**src/rtl/pipe_latch_gen.sv**
```systemverilog
// Parametrised inter-stage pipeline latch: chained register stages with
// per-stage valid, stall/flush bubble insertion and a sticky halt freeze.
module pipe_latch_gen #(
    parameter int DATA_W   = 96,
    parameter int CTRL_W   = 8,
    parameter int STAGES   = 1,
    parameter int HALT_BIT = 0
) (
    input  logic              CLK,
    input  logic              nRST,
    input  logic              ihit,
    input  logic              dhit,
    input  logic              stall,
    input  logic [STAGES-1:0] flush,
    input  logic              in_valid,
    input  logic [DATA_W-1:0] in_data,
    output logic              out_valid,
    output logic [DATA_W-1:0] out_data,
    output logic [STAGES-1:0] stage_valid,
    output logic              halted
);

    if (CTRL_W >= DATA_W) begin : g_bad_ctrl_w
        $error("pipe_latch_gen: CTRL_W must be smaller than DATA_W");
    end
    if (HALT_BIT >= CTRL_W) begin : g_bad_halt_bit
        $error("pipe_latch_gen: HALT_BIT must lie inside the control field");
    end
    if (STAGES < 1 || STAGES > 4) begin : g_bad_stages
        $error("pipe_latch_gen: STAGES must be in 1..4");
    end

    // Clears the control field while keeping the datapath bits.
    localparam logic [DATA_W-1:0] KEEP_M =
        {{(DATA_W-CTRL_W){1'b1}}, {CTRL_W{1'b0}}};

    logic [STAGES-1:0][DATA_W-1:0] data_q, data_d;
    logic [STAGES-1:0]             valid_q, valid_d;
    logic                          halted_q, halted_d;
    logic                          advance;

    // chain[k] is the source feeding stage k.
    logic [STAGES:0][DATA_W-1:0]   chain;
    logic [STAGES:0]               vchain;

    assign chain  = {data_q, in_data};
    assign vchain = {valid_q, in_valid};

    assign advance = (ihit | dhit) & ~stall & ~halted_q;

    always_comb begin
        data_d   = data_q;
        valid_d  = valid_q;
        halted_d = halted_q
                 | (valid_q[STAGES-1] & data_q[STAGES-1][HALT_BIT]);
        for (int k = 0; k < STAGES; k++) begin
            if (halted_q) begin
                data_d[k]  = data_q[k];
                valid_d[k] = valid_q[k];
            end else if (flush[k]) begin
                data_d[k]  = data_q[k] & KEEP_M;
                valid_d[k] = 1'b0;
            end else if (advance) begin
                data_d[k]  = vchain[k] ? chain[k] : (chain[k] & KEEP_M);
                valid_d[k] = vchain[k];
            end
        end
    end

    always_ff @(posedge CLK or negedge nRST) begin
        if (!nRST) begin
            data_q   <= '0;
            valid_q  <= '0;
            halted_q <= 1'b0;
        end else begin
            data_q   <= data_d;
            valid_q  <= valid_d;
            halted_q <= halted_d;
        end
    end

    assign out_data    = data_q[STAGES-1];
    assign out_valid   = valid_q[STAGES-1];
    assign stage_valid = valid_q;
    assign halted      = halted_q;

endmodule

```
**config.mk**
```make
export PLATFORM = sky130hd
export DESIGN_NAME = pipe_latch_gen
export DESIGN_NICKNAME = d
export VERILOG_FILES = /design/src/rtl/pipe_latch_gen.sv
export SDC_FILE = /design/constraint.sdc
export NUM_CORES = 1
export LEC_CHECK = 0
export ABC_AREA = 1
export CELL_PAD_IN_SITES_DETAIL_PLACEMENT = 2
export CELL_PAD_IN_SITES_GLOBAL_PLACEMENT = 2
export CORE_MARGIN = 4
export CORE_UTILIZATION = 22
export CTS_CLUSTER_SIZE = 40
export DETAILED_ROUTE_END_ITERATION = 10
export PLACE_DENSITY = 0.78
export SYNTH_ARGS = -nofsm -noshare
export SYNTH_HDL_FRONTEND = slang
export SYNTH_SLANG_ARGS = --single-unit
```
**constraint.sdc**
```tcl
create_clock -name CLK -period 1.7 [get_ports CLK]
set_clock_uncertainty 0.15 [all_clocks]
set_input_delay 0.17 -clock CLK [delete_from_list [all_inputs] [get_ports CLK]]
set_output_delay 0.17 -clock CLK [all_outputs]
set_load 0.005 [all_outputs]
```
==> qor.yml <==
status:
  outcome: "finished clean"
global_route:
  grtUsageTotal: 0.1557
  grt_max_degree: 48
  grt_pass1_wl_mm: 25.57
  first_global_vias: 4599
  antenna_found_initial: 0
  gr-total-overflow: 0
synthesis:
  yosysTopAreaCell: "dfrtp_1"
  yosysSeqAreaShare: 0.5996
  mappedNetlistArea_sq_um: 4090
  avgSynthCellArea_sq_um: 8.970
  syn_nets: 559
  synthesis.instances: 456
  synth_seq_cells: 98
  yosys-top-cells-area: "dfrtp_1 60%, nand2_1 19%, nand4_1 14%"
  synth.yosys.warnings: 0
  yosys.cell_types.count: 15
  synth_top_area_frac: 0.5996
floorplanning:
  io_pins: 202
  initial_core_util: 0.2254
  dieWidth_um: 144.4
  die_h_um: 144.4
  core_area_sq_um: 18150
  rows: 49
  dieArea_sq_um: 20840
clock_network:
  clkLatencyLatePin_ps: 340
  clock_sinks: 98
  htreeDepth: 3
  cts_buffer_depth: 2
  cts_tree: "built"
  cts_buffers: 9
  cts-root-buf: "clkbuf_16"
  clkSlewWorstSetupHoldPaths_ps: 70
layout:
  drive_gt1_frac: 0.05666
  utilization: 0.3720
  antenna_cells: 0
  regArea_sq_um: 2454
  nets: 752
  multi_input_area_sq_um: 1445
  fillCellCount: 1992
  syn_to_final_growth_pct: 65.04
worst_setup_path:
  crit_path_max_incr_delay_ps: 540
  path_delay_family: "buffers and inverters"
  arrival_ps: 1270
  crit_chain: "clkdlybuf4s50_1"
  r2r-start: "halted"
  crit_type: "flop to primary output"
  r2r_slack_ps: 160
  start_kind: "flop"
  cp_num_buf_inv: 1
  crit_path_max_fanout: 3
  cp-end-kind: "primary output"
  cp.required_ps: 1380
  crit_path_top_delay_cell: "clkdlybuf4s50_1"
  worstReg2RegEnd: "out_data[35]"
  reg2reg_depth: 6
timing:
  hold_viol: 0
  worstMarginPinSlew_ps: 368.9
  fmaxAchievable_mhz: 627.1
  finalCriticalPeriod_ps: 1595
  grt_setup_unrepaired: "false"
  setup_viol: 0
  slew_viol_final: 0
  max_slew_margin: 0.7533
  timing.final.crit_share: 0.9380
  tns_ps: 0
power_and_ir_drop:
  power_frac_seq: 0.390
  p_int_uw: 7218
  p_switching_uw: 3383
  comb_power_share: 0.416
  p_leak_uw: 0.003147
  cellPowerDensity_nw_per_um2: 1570
  ir_worst_vdd_mv: 0.6216
  switching_share: 0.3191
  clkPwrFrac: 0.193
route:
  routedWlPerCell_um: 18.40
  viasPerCell: 4.672
  wl_mm: 16.23
  vias: 4121
  drt-pass1-iter-count: 4
  remaining_drc_errors: 0
  drt_iter0_markers: 102
  final_antenna_net_count: 0
min_path:
  min_path_type: "input pin to asynchronous set/reset pin"
flow_run:
  maxCapViolCount: 0
placement:
  io_buffers: 201
  dp_hpwl_mm: 11.96
  gp_congestion: 0.7620
[metal layers]
layer,GRT usage,vias up,part of all wire
met5,0,-,0
met4,0.04958,0,0.017
met3,0.04034,16,0.059
met2,0.2726,125,0.52
met1,0.1868,2067,0.41
li1,-,1913,-
[area by class of cell]
cell class / count / area share
sequential: 98 / 0.3635
timing repair buffer: 221 / 0.3351
multi-input combinational: 315 / 0.2141
tap: 229 / 0.04245
clock buffer: 13 / 0.03707
clock inverter: 2 / 0.005561
inverter: 4 / 0.002224
[sequential cells by signal, indices dropped and copies added (netlist names)]
register and count:
halted 1, out_data 96, out_valid 1
[power by group through the flow]
stage	Clock (uW)	Sequential, uW	Combinational (uW)
after floorplan	0	4130	1230
after global placement	0	4130	4310
after detailed placement	0	4200	4480
after CTS	2140	4180	4510
after global routing	2240	4300	4890
final	2050	4140	4410
[per-stage QoR]
stage / worst slack [ps] / hold WS (ps) / power [uW] / area [sq um] / cells
6_report: 105.4 / 88.07 / 10600 / 6750 / 882
5_1_grt: 39.66 / 89.87 / 11430 / 6750 / 882
3_3_place_gp: 77.67 / -92.31 / 8438 / 6444 / 865
4_1_cts: 19.29 / 78.16 / 10830 / 6741 / 881
3_5_place_dp: 20.40 / -91.69 / 8682 / 6444 / 865
2_1_floorplan: 301.0 / -275.6 / 5355 / 4090 / 456
[how the worst max path moves through the flow]
stage                start            to  slack, ps  cells after the start
floorplan           halted  out_data[60]        300                      6
detailed placement    ihit  out_data[35]         20                      7
global route        halted   out_data[5]         40                      6
CTS                 halted        halted         20                      1
finish              halted        halted        110                      1
global placement      ihit  out_data[95]         80                      7
[synthesized netlist by cell type, drive strengths merged]
master,n
nor2,9
buf,19
clkbuf,20
inv,4
nand4,89
nand2,207
nand3,10
dfrtp,98
[cells in the final DEF (no fill, tap or decap)]
master / instances
clkdlybuf4s50_1: 200
nand4_1: 89
nand3_1: 9
clkbuf_1: 3
buf_4: 12
clkinvlp_4: 1
nor2_1: 8
dfrtp_2: 1
clkbuf_8: 1
buf_12: 8
dlygate4sd3_1: 1
nor2_4: 1
bufinv_16: 1
nand3_4: 1
nand2_4: 1
inv_2: 1
nand2_1: 206
dfrtp_1: 97
inv_1: 3
clkbuf_16: 9
[cell families (layout without fill, tap and decap cells)]
family / Yosys count / count (layout) / share of synthesized area
flops: 98 / 98 / 0.5996
buf+inv: 43 / 240 / 0.05017
simple gates: 315 / 315 / 0.3503
[what timing repair did]
item	4_1_cts	5_1_grt
setup endpoints to repair	0	2
hold buffers	1	0
resized for setup	0	1
setup buffers	0	1
hold endpoints to repair	98	0
No activity file was read; power rests on OpenSTA's default activity.
